### src/rtl/cv32e40p_apu_responder_if.sv
// APU interconnect bundle: core request/response channel plus engine issue/result channel.
interface cv32e40p_apu_responder_if #(
  parameter int unsigned APU_NARGS_CPU    = 3,
  parameter int unsigned APU_WOP_CPU      = 6,
  parameter int unsigned APU_NUSFLAGS_CPU = 5
);
  logic                              apu_req;
  logic                              apu_gnt;
  logic [APU_NARGS_CPU-1:0][31:0]    apu_operands;
  logic [APU_WOP_CPU-1:0]            apu_op;
  logic                              apu_rvalid;
  logic [31:0]                       apu_result;
  logic [APU_NUSFLAGS_CPU-1:0]       apu_rflags;
  logic                              eng_valid;
  logic                              eng_ready;
  logic [APU_NARGS_CPU-1:0][31:0]    eng_operands;
  logic [APU_WOP_CPU-1:0]            eng_op;
  logic                              eng_done;
  logic [31:0]                       eng_result;
  logic [APU_NUSFLAGS_CPU-1:0]       eng_flags;

  // master: core + engine side; slave: the responder
  modport master (
    output apu_req, apu_operands, apu_op, eng_ready, eng_done, eng_result, eng_flags,
    input  apu_gnt, apu_rvalid, apu_result, apu_rflags, eng_valid, eng_operands, eng_op
  );
  modport slave (
    input  apu_req, apu_operands, apu_op, eng_ready, eng_done, eng_result, eng_flags,
    output apu_gnt, apu_rvalid, apu_result, apu_rflags, eng_valid, eng_operands, eng_op
  );
endinterface

### src/rtl/cv32e40p_apu_responder.sv
// APU responder: queues core requests in a small FIFO, issues them one at a time to an
// execution engine and returns each result in order as a single-cycle rvalid pulse.
module cv32e40p_apu_responder #(
  parameter int unsigned APU_NARGS_CPU    = 3,
  parameter int unsigned APU_WOP_CPU      = 6,
  parameter int unsigned APU_NUSFLAGS_CPU = 5,
  parameter int unsigned DEPTH            = 2
) (
  input  logic                        clk,
  input  logic                        rst_n,
  cv32e40p_apu_responder_if.slave     bus,
  output logic                        busy
);
  localparam int unsigned PW = $clog2(DEPTH);
  localparam int unsigned CW = PW + 1;

  typedef enum logic [1:0] {IDLE, ISSUE, WAIT} state_t;

  state_t                         state;
  logic [APU_WOP_CPU-1:0]         op_mem  [DEPTH];
  logic [APU_NARGS_CPU-1:0][31:0] opd_mem [DEPTH];
  logic [PW-1:0]                  wr_ptr;
  logic [PW-1:0]                  rd_ptr;
  logic [CW-1:0]                  count;
  logic                           empty;
  logic                           full;
  logic                           push;
  logic                           pop;
  logic                           more;
  logic                           eng_valid;
  logic                           rvalid;
  logic [31:0]                    result;
  logic [APU_NUSFLAGS_CPU-1:0]    rflags;

  assign empty = (count == '0);
  assign full  = (count == CW'(DEPTH));
  assign push  = bus.apu_req & ~full;
  assign pop   = (state == ISSUE) & bus.eng_ready;
  // Work pending once this cycle's push lands; only used in states that never pop
  assign more  = ~empty | push;

  assign bus.apu_gnt      = push;
  assign bus.eng_valid    = eng_valid;
  assign bus.eng_op       = op_mem[rd_ptr];
  assign bus.eng_operands = opd_mem[rd_ptr];
  assign bus.apu_rvalid   = rvalid;
  assign bus.apu_result   = result;
  assign bus.apu_rflags   = rflags;
  assign busy             = ~empty | (state != IDLE);

  // Request FIFO; storage is cleared so a reset discards queued contents entirely
  always_ff @(posedge clk or negedge rst_n) begin
    if (!rst_n) begin
      wr_ptr <= '0;
      rd_ptr <= '0;
      count  <= '0;
      for (int i = 0; i < int'(DEPTH); i++) begin
        op_mem[i]  <= '0;
        opd_mem[i] <= '0;
      end
    end else begin
      if (push) begin
        op_mem[wr_ptr]  <= bus.apu_op;
        opd_mem[wr_ptr] <= bus.apu_operands;
        wr_ptr          <= wr_ptr + PW'(1);
      end
      if (pop) begin
        rd_ptr <= rd_ptr + PW'(1);
      end
      count <= count + CW'(push) - CW'(pop);
    end
  end

  // Issue/wait sequencer with registered engine valid and core response
  always_ff @(posedge clk or negedge rst_n) begin
    if (!rst_n) begin
      state     <= IDLE;
      eng_valid <= 1'b0;
      rvalid    <= 1'b0;
      result    <= '0;
      rflags    <= '0;
    end else begin
      rvalid <= 1'b0;
      case (state)
        IDLE: begin
          if (more) begin
            state     <= ISSUE;
            eng_valid <= 1'b1;
          end
        end
        ISSUE: begin
          if (bus.eng_ready) begin
            state     <= WAIT;
            eng_valid <= 1'b0;
          end
        end
        WAIT: begin
          if (bus.eng_done) begin
            rvalid <= 1'b1;
            result <= bus.eng_result;
            rflags <= bus.eng_flags;
            if (more) begin
              state     <= ISSUE;
              eng_valid <= 1'b1;
            end else begin
              state <= IDLE;
            end
          end
        end
        default: begin
          state     <= IDLE;
          eng_valid <= 1'b0;
        end
      endcase
    end
  end

  // A done pulse with no operation in the engine is an engine protocol error
  a_done_in_wait: assert property (@(posedge clk) disable iff (!rst_n)
    bus.eng_done |-> (state == WAIT));

endmodule
### src/flat_wrapper.sv
// flat-port wrapper written by rule: the top's interface ports become plain ports
module cv32e40p_apu_responder_flat 
#(
  parameter int unsigned APU_NARGS_CPU    = 3,
  parameter int unsigned APU_WOP_CPU      = 6,
  parameter int unsigned APU_NUSFLAGS_CPU = 5,
  parameter int unsigned DEPTH            = 2
)
  (clk, rst_n, busy, bus_apu_req, bus_apu_operands, bus_apu_op, bus_eng_ready, bus_eng_done, bus_eng_result, bus_eng_flags, bus_apu_gnt, bus_apu_rvalid, bus_apu_result, bus_apu_rflags, bus_eng_valid, bus_eng_operands, bus_eng_op);
  cv32e40p_apu_responder_if #(.APU_NARGS_CPU(APU_NARGS_CPU), .APU_WOP_CPU(APU_WOP_CPU), .APU_NUSFLAGS_CPU(APU_NUSFLAGS_CPU)) bus_i ();
  input  logic clk;
  input  logic rst_n;
  output logic busy;
  input wire logic [$bits(bus_i.apu_req)-1:0] bus_apu_req;
  input wire logic [$bits(bus_i.apu_operands)-1:0] bus_apu_operands;
  input wire logic [$bits(bus_i.apu_op)-1:0] bus_apu_op;
  input wire logic [$bits(bus_i.eng_ready)-1:0] bus_eng_ready;
  input wire logic [$bits(bus_i.eng_done)-1:0] bus_eng_done;
  input wire logic [$bits(bus_i.eng_result)-1:0] bus_eng_result;
  input wire logic [$bits(bus_i.eng_flags)-1:0] bus_eng_flags;
  output wire logic [$bits(bus_i.apu_gnt)-1:0] bus_apu_gnt;
  output wire logic [$bits(bus_i.apu_rvalid)-1:0] bus_apu_rvalid;
  output wire logic [$bits(bus_i.apu_result)-1:0] bus_apu_result;
  output wire logic [$bits(bus_i.apu_rflags)-1:0] bus_apu_rflags;
  output wire logic [$bits(bus_i.eng_valid)-1:0] bus_eng_valid;
  output wire logic [$bits(bus_i.eng_operands)-1:0] bus_eng_operands;
  output wire logic [$bits(bus_i.eng_op)-1:0] bus_eng_op;
  assign bus_i.apu_req = bus_apu_req;
  assign bus_i.apu_operands = bus_apu_operands;
  assign bus_i.apu_op = bus_apu_op;
  assign bus_i.eng_ready = bus_eng_ready;
  assign bus_i.eng_done = bus_eng_done;
  assign bus_i.eng_result = bus_eng_result;
  assign bus_i.eng_flags = bus_eng_flags;
  assign bus_apu_gnt = bus_i.apu_gnt;
  assign bus_apu_rvalid = bus_i.apu_rvalid;
  assign bus_apu_result = bus_i.apu_result;
  assign bus_apu_rflags = bus_i.apu_rflags;
  assign bus_eng_valid = bus_i.eng_valid;
  assign bus_eng_operands = bus_i.eng_operands;
  assign bus_eng_op = bus_i.eng_op;
  cv32e40p_apu_responder #(.APU_NARGS_CPU(APU_NARGS_CPU), .APU_WOP_CPU(APU_WOP_CPU), .APU_NUSFLAGS_CPU(APU_NUSFLAGS_CPU), .DEPTH(DEPTH)) u_core (.clk(clk), .rst_n(rst_n), .bus(bus_i), .busy(busy));
endmodule
### config.mk
export PLATFORM = sky130hd
export DESIGN_NAME = cv32e40p_apu_responder_flat
export DESIGN_NICKNAME = d
export VERILOG_FILES = /design/src/rtl/cv32e40p_apu_responder_if.sv /design/src/rtl/cv32e40p_apu_responder.sv /design/src/flat_wrapper.sv
export SDC_FILE = /design/constraint.sdc
export NUM_CORES = 1
export LEC_CHECK = 0
export BUFFER_PORTS_ARGS = -buffer_cell sky130_fd_sc_hd__buf_2
export CAP_MARGIN = 20
export CORE_MARGIN = 3
export CORE_UTILIZATION = 45
export DETAILED_ROUTE_END_ITERATION = 6
export GPL_TIMING_DRIVEN = 1
export PLACE_DENSITY = 0.69
export SYNTH_ARGS = -nofsm -noshare
export SYNTH_HDL_FRONTEND = slang
export SYNTH_SLANG_ARGS = --single-unit
### constraint.sdc
create_clock -name clk -period 4 [get_ports clk]
set_input_delay 0.8 -clock clk [delete_from_list [all_inputs] [get_ports clk]]
set_output_delay 0.8 -clock clk [all_outputs]
set_load 0.02 [all_outputs]
# Word level (Yosys, flattened, before mapping)
# Index checks and enable logic that the tools add are counted.
[word_totals] reg_bits=249 input_bits=144 wordCells=67 out_inout_bits=143
[classes] n_eq_ne=6 n_mux=23 bitwise_logic=8 addsub=4 magnitude_cmp=3 reduce_logical=7
[op_table] op="$mux W96" n=4
[op_table] op="$bwmux W192" n=1
[op_table] op="$demux W96 S1" n=1
[op_table] op="$mux W6" n=4
[op_table] op="$bwmux W12" n=1
[op_table] op="$demux W6 S1" n=1
[op_table] op="$mux W1" n=6
[op_table] op="$mux W2" n=3
[op_table] op="$pmux W2 S3" n=1
[op_table] op="$eq A2 B2 Y1 const B" n=2
[op_table] op="$ge A2 B2 Y1 const B" n=2
[op_table] op="$logic_not A2 Y1" n=2
[op_table] op="$ne A2 B2 Y1 const B" n=2
[op_table] op="$not A1 Y2" n=2
[op_table] op="$reduce_and A2 Y1" n=2
[op_table] op="$pmux W1 S3" n=1
[op_table] op="$reduce_and A3 Y1" n=1
[op_table] op="$add A1 B1 Y1 const B" n=2
[op_table] op="$add A2 B1 Y2" n=1
[op_table] op="$and A1 B1 Y1" n=2
[op_table] op="$eq A2 B1 Y1 const B" n=1
[op_table] op="$lt A2 B1 Y1 const B" n=1
[op_table] op="$ne A2 B1 Y1 const B" n=1
[op_table] op="$not A1 Y1" n=2
[op_table] op="4 further kinds" n=5

# Logic depth before layout (Yosys ltp)
# Gate-level depths: netlist of run 1.
[depth] depth_word=7 ltp_mapped=6 ltp_nobuf=6

# Least setup slack after synthesis of run 1
# No wires, ideal clock.
[synth_timing] kind="flip-flop to output port" from="reg u_core.rd_ptr" to="out bus_eng_op[2]" path_stages_with_launch=4 t_arrival_ps=1271 required_time_ps=3200 path_buffers=2 setup_slack_ps=1929 path_cell_list="dfrtp_1 clkbuf_1 buf_2 mux2_2"
[synth_between] elab_chain_len=4
[synth_lines] element="start: declaration" line="cv32e40p_apu_responder.sv:23" text="logic [PW-1:0] rd_ptr;"
[synth_lines] element="start signal: assignment" line="cv32e40p_apu_responder.sv:68" text="rd_ptr <= rd_ptr + PW'(1);"
[synth_lines] element="$not A1 Y2 (not written as such)" line="cv32e40p_apu_responder.sv:44" text="assign bus.eng_op = op_mem[rd_ptr];"
[synth_lines] element="$mux W6 (not written as such) (3 in a row)" line="cv32e40p_apu_responder.sv:44"
[synth_lines] element="end: declaration" line="flat_wrapper.sv:27" text="output wire logic [$bits(bus_i.eng_op)-1:0] bus_eng_op;"
# Every way passes these cells. The select of a mux whose other input is x is not followed.

# Worst setup path in the final report of run 1
[layout_timing] from="reg u_core.rd_ptr" to="out bus_eng_operands[51]"
[layout_between] elab_chain_len=4
[layout_lines] element="$not A1 Y2 (not written as such)" line="cv32e40p_apu_responder.sv:45" text="assign bus.eng_operands = opd_mem[rd_ptr];"
[layout_lines] element="$mux W96 (not written as such) (3 in a row)" line="cv32e40p_apu_responder.sv:45"
[layout_lines] element="end: declaration" line="flat_wrapper.sv:26" text="output wire logic [$bits(bus_i.eng_operands)-1:0] bus_eng_operands;"
# Every way passes these cells. The select of a mux whose other input is x is not followed.

==> flow_summary.ini, run 1 <==
[routing]
ant_nets = 0
vias = 6300
routed_wl_um = 23400
vias_per_cell = 4.91
drtIter0Drc = 260
drc_errors = 0
dr.pass1.iters = 4
avgRoutedWirePerCell_um = 18.3

[power]
clock_power_share_pct = 18.5
p_int_uw = 8710
seq_power_share_pct = 34.7
pwr_density_cell_nw_per_um2 = 978
swShare_pct = 35.2
irDropWorstVdd_v = 0.000606
power.switching_uw = 4730
p_leak_uw = 0.00657
combPwrFrac_pct = 46.8

[worst_hold_path]
hold_path.class = input port to asynchronous set/reset pin

[critical_path]
r2r-start = u_core.count[1]
cp-end-kind = primary output
r2r_end = u_core.opd_mem[102]
reg2reg_slack_ns = 2.00
critPathArrivalTime_ns = 2.35
start_kind = flip-flop
critPathMaxFanout = 58
path_class = flip-flop to primary output
cp.required_ns = 3.20
r2r_cells = 4

[global_route]
antenna_found_initial = 2
grt.total_usage_pct = 17.0
grt_pass1_wl_um = 36800
grt_max_degree = 121
grt_pass1_vias = 6888
grt_overflow = 0

[run]
drv_cap = 0

[clocking]
htree_levels = 1
cts_tree = built
ctsResizeCount = 0
clk_latency_ns = 0.52
cts_sinks = 249
clockRootBuffer = clkbuf_16
cts_buffers = 27
holdBufCountCts = 0
clkTransAtPathRegs_ns = 0.06
cts-root-to-sink-buffers = 3
cts_setup_buffers = 0

[sta]
holdWs_ns = 0.397
slew-limit-headroom_pct = 39.8
period_share_pct = 78.7
worst_slack_ns = 0.853
worstMarginPinSlew_ns = 0.903
finalHoldViolations = 0
fin_skew_ns = 0.0129
finalCriticalPeriod_ns = 3.15
slew_violations = 0
rsz0062_at_grt = no
finalSetupTns_ns = 0
setup-violations-final = 0
fmaxAchievable_mhz = 318

[logic_synthesis]
synth_nets = 799
synth_cells = 654
ys_ff_latch = 249
synthArstFlopShare_pct = 100
synth_seq_area_share_pct = 55.4
syn_area_um2 = 11200
synth-edff-count = 0
avgSynthCellArea_um2 = 17.2
ys.warnings.count = 0
yosysUniqueCellTypes = 25
synthFlopType = dfrtp_1

[status]
status = finished clean

[placed_design]
place_congestion = 0.731
io_buffers = 286
dpl_worst_slack_ns = 1.37
dp_hpwl_um = 15600

[finish]
final_nets = 1087
area_growth_syn_to_layout_pct = 22.2
drive_above_1_share_pct = 71.4

[floorplanning]
die_w_um = 164
num_rows = 57
dieArea_um2 = 26900
initial_core_util_pct = 46.0
core_um2 = 24500
ios = 287
die_height_um = 164
## final cells by class
class / count / area [um^2]
fill: 1937 / 10700
tap: 324 / 405
clock inverter: 12 / 166
multi-input combinational: 366 / 4630
sequential: 249 / 6230
clock buffer: 31 / 711
timing repair buffer: 296 / 1580
inverter: 2 / 7.51
antenna: 2 / 5.00
## flip-flops by register name, indices dropped and copies added (netlist names)
name                   count
u_core.bus.apu_rflags      5
u_core.bus.eng_valid       1
u_core.bus.apu_result     32
u_core.count               2
u_core.wr_ptr              1
u_core.rd_ptr              1
u_core.bus.apu_rvalid      1
u_core.opd_mem           192
u_core.op_mem             12
u_core.state               2
## kinds of logic after synthesis
family / Yosys count / synth area share, %
and+or+nand+nor: 12 / 0.745
muxes: 343 / 39.7
DFF: 249 / 55.4
adders and majority gates: 1 / 0.111
xor gates and xnor gates: 5 / 0.389
buffers and inverters: 39 / 3.39
AOI/OAI and AO/OA: 5 / 0.278
## Yosys cell counts (2+ instances only)
| cell type | n | area [um^2] |
|---|---|---|
| dfrtp_1 | 249 | 6230 |
| mux2_2 | 183 | 2060 |
| mux2_4 | 160 | 2400 |
| buf_2 | 14 | 70.1 |
| buf_12 | 9 | 180 |
| buf_6 | 9 | 101 |
| xnor2_1 | 4 | 35.0 |
| buf_1 | 3 | 11.3 |
| nand2b_1 | 3 | 18.8 |
| inv_1 | 2 | 7.51 |
| nand2_1 | 2 | 7.51 |
| nand3b_1 | 2 | 15.0 |
| o21ai_0 | 2 | 10.0 |
## critical path, stage by stage (launching register included)
cell	delay, ns
dfrtp_4	0.86
buf_12	0.37
mux2_2	0.39
buf_2	0.16
## worst max-delay path by stage
stage | startpoint | end | slack, ns | cells past startpoint
global route | u_core.rd_ptr | bus_eng_operands[16] | 0.73 | 3
detailed placement | u_core.rd_ptr | bus_eng_operands[51] | 1.37 | 3
floorplan | u_core.rd_ptr | bus_eng_op[2] | 1.93 | 3
CTS | u_core.rd_ptr | bus_eng_operands[51] | 0.80 | 3
global placement | u_core.rd_ptr | bus_eng_operands[53] | 1.40 | 3
finish | u_core.rd_ptr | bus_eng_operands[51] | 0.85 | 3
## through the flow
stage / instances / power, uW / utilization, % / area, um^2
after floorplan: 654 / 9390 / - / 11200
after global placement: 1237 / 10900 / 52.6 / 12900
after detailed placement: 1237 / 11000 / 52.6 / 12900
after CTS: 1280 / 13600 / 56.2 / 13700
after global routing: 1281 / 14200 / 56.2 / 13700
final: 1282 / 13400 / 56.2 / 13700
## placed cells by master (no fill, tap or decap), types with 3 or more instances in the layout
cell type    n
clkbuf_16   27
buf_12       5
dfrtp_1    248
buf_4        5
xnor2_1      4
buf_2      285
mux2_4     160
mux2_2     183
nand2b_1     3
bufinv_16    4
clkinv_2     6
## layer usage
| layer | up-vias | global-route usage [%] | wire length [um] |
|---|---|---|---|
| li1 | 2907 | - | - |
| met1 | 3142 | 23.1 | 10400 |
| met2 | 215 | 26.6 | 10500 |
| met3 | 34 | 5.60 | 2150 |
| met4 | 2 | 3.77 | 393 |
| met5 | - | 0 | 13 |
## power by group through the flow
stage                     clock network, uW  registers, uW  logic (uW)
after detailed placement                  0           4650        6370
after floorplan                           0           4570        4830
final                                  2490           4660        6290
after global routing                   2670           4830        6700
after global placement                    0           4670        6250
after CTS                              2560           4650        6380
Power figures use the tool's default switching activity.
==> run 2, diff against run 1 <==
--- a/config.mk
+++ b/config.mk
@@ -5,13 +5,14 @@
 export SDC_FILE = /design/constraint.sdc
 export NUM_CORES = 1
 export LEC_CHECK = 0
+export ABC_AREA = 1
 export BUFFER_PORTS_ARGS = -buffer_cell sky130_fd_sc_hd__buf_2
 export CAP_MARGIN = 20
 export CORE_MARGIN = 3
 export CORE_UTILIZATION = 45
 export DETAILED_ROUTE_END_ITERATION = 6
 export GPL_TIMING_DRIVEN = 1
-export PLACE_DENSITY = 0.69
+export PLACE_DENSITY = 0.73
 export SYNTH_ARGS = -nofsm -noshare
 export SYNTH_HDL_FRONTEND = slang
 export SYNTH_SLANG_ARGS = --single-unit
==> constraint.sdc (replaced) <==
create_clock -name clk -period 2.5 [get_ports clk]
set_input_delay 0.5 -clock clk [delete_from_list [all_inputs] [get_ports clk]]
set_output_delay 0.5 -clock clk [all_outputs]
set_load 0.02 [all_outputs]
==> flow_summary.ini, run 2 <==
[placed_design]
io_buffers = 286
dp_hpwl_um = 18100
place_congestion = 0.799

[status]
status = finished clean

[routing]
avgRoutedWirePerCell_um = 14.6
routed_wl_um = 27600
vias_per_cell = 4.96
vias = 9382
drtIter0Drc = 705
drc_errors = 0
ant_nets = 0
dr.pass1.iters = 5

[finish]
antenna_cells_inserted = 0
fin_util_pct = 56.5
area_growth_syn_to_layout_pct = 23.0
drive_above_1_share_pct = 22.3
final_nets = 1701
largest_reg_flops = 192
regMostFlops = u_core.opd_mem
layout_commonest_cell = nand2_1
nFillCells = 2161
final_cell_mix = nand2_1, o21ai_0, buf_2

[critical_path]
path_class = flip-flop to primary output
start_kind = flip-flop
cp.required_ns = 2.00
critPathArrivalTime_ns = 1.88
cp-end-kind = primary output
critPathMaxFanout = 16

[global_route]
grt_pass1_vias = 8961
grt_max_degree = 115
antenna_found_initial = 0
grt.total_usage_pct = 20.7
grt-busiest-layer = met2
met3_usage_pct = 3.00
grt_pass1_wl_um = 44900
gr-usage-met1_pct = 28.9
grt_overflow = 0
gr-usage-met2_pct = 34.3

[logic_synthesis]
yosysUniqueCellTypes = 19
ys.warnings.count = 0
synth-edff-count = 0
yosysTopAreaCellShare_pct = 57.6
synthTopCellsByArea = dfrtp_1, nand2_1, o21ai_0, inv_1, buf_6
synth_common_cells = nand2_1, o21ai_0, dfrtp_1
avgSynthCellArea_um2 = 8.31
synthArstFlopShare_pct = 100
ys_ff_latch = 249
synth_nets = 1447
yosysMostFrequentCell = nand2_1
synth_cells = 1302
syn_area_um2 = 10800
synthFlopType = dfrtp_1
yosys.area.top_type = dfrtp_1
synth_seq_area_share_pct = 57.6

[sta]
fmaxAchievable_mhz = 419
rsz0062_at_grt = no
finalHoldViolations = 0
period_share_pct = 95.4
worstMarginPinSlew_ns = 0.529
finalSetupTns_ns = 0
slew-limit-headroom_pct = 64.7
fin_skew_ns = 0.00597
setup-violations-final = 0
finalCriticalPeriod_ns = 2.38
slew_violations = 0

[floorplanning]
initial_core_util_pct = 45.9
core_um2 = 23500
ios = 287
die_height_um = 161
num_rows = 56
dieArea_um2 = 25900
die_w_um = 161

[clocking]
clockRootBuffer = clkbuf_16
cts-root-to-sink-buffers = 3
htree_levels = 1
clkTransAtPathRegs_ns = 0.06
clk_latency_ns = 0.52
ctsResizeCount = 0
cts_tree = built
cts_sinks = 249
cts_buffers = 27

[run]
drv_cap = 0

[worst_hold_path]
hold_path.class = input port to flip-flop

[power]
p_leak_uw = 0.00702
irDropWorstVdd_v = 0.000668
pwr_density_cell_nw_per_um2 = 1420
[run 2: cell types whose count changed in the layout (fill, tap and decap cells not counted), moves of 6 or more]
cell	before	now
nand2_1	2	532
o21ai_0	2	307
mux2_2	183	0
mux2_4	160	0
inv_1	2	110
clkbuf_8	2	11
buf_4	5	12
clkinv_2	6	0
[run 2: cells by family (layout without fill, tap and decap cells)]
logic type	after synthesis	after routing	share of synthesized area [%]
compound gates	307	307	14.2
xor+xnor	2	2	0.162
fa+ha+maj	1	1	0.116
buf+inv	196	465	8.57
flops	249	249	57.6
simple gates	547	547	19.3
[run 2: worst paths after layout]
path	start	to	slack, ns	cells after the start
max	u_core.rd_ptr	bus_eng_operands[37]	0.12	3
min	bus_eng_flags[1]	u_core.bus.apu_rflags[1]	0.17	3
max reg2reg	u_core.count[0]	u_core.count[1]	0.71	11
min reg2reg	u_core.bus.apu_result[29]	u_core.bus.apu_result[29]	0.47	2
max in group asynchronous	rst_n	u_core.opd_mem[69]	1.29	3
min in group asynchronous	rst_n	u_core.opd_mem[109]	0.51	2
[run 2: metal layers]
metal	wire length [um]	part of all wire (%)
met1	12000	43
met4	683	2.5
met5	0	0
met3	1800	6.5
met2	13200	48
[run 2: final cells by class]
cell class | count | area [um^2] | area share (%)
inverter | 111 | 417 | 3.13
clock buffer | 44 | 840 | 6.31
tap | 319 | 399 | 3.00
multi-input combinational | 857 | 3660 | 27.5
sequential | 249 | 6230 | 46.9
timing repair buffer | 310 | 1760 | 13.2
[run 2: report_power, final]
group / internal, uW / total, uW / switching (uW)
clock: 2260 / 3780 / 1520
combinational: 2610 / 8420 / 5800
sequential: 5950 / 6760 / 809
total: 10800 / 18900 / 8130
[run 2: what timing repair did]
item | 4_1_cts | 5_1_grt
setup buffers | 0 | 1
endpoints found under the setup margin | 0 | 5
hold endpoints to repair | 53 | 0
hold buffers | 1 | 0
[run 2: metrics by stage]
stage	worst slack [ns]	area (um^2)	cells	power [uW]	hold slack [ns]
floorplan	0.752	10800	1302	12400	0.204
CTS	0.0581	13300	1889	19100	0.148
global placement	0.624	12400	1844	15000	0.457
global route	0.0520	13300	1890	20400	0.165
finish	0.115	13300	1890	18900	0.174
detailed placement	0.592	12400	1844	15200	0.459
[run 2: worst max-delay path: stages (launching register included)]
cell and delay [ns]:
dfrtp_4 0.59, clkbuf_8 0.22, o21ai_0 0.32, buf_2 0.24
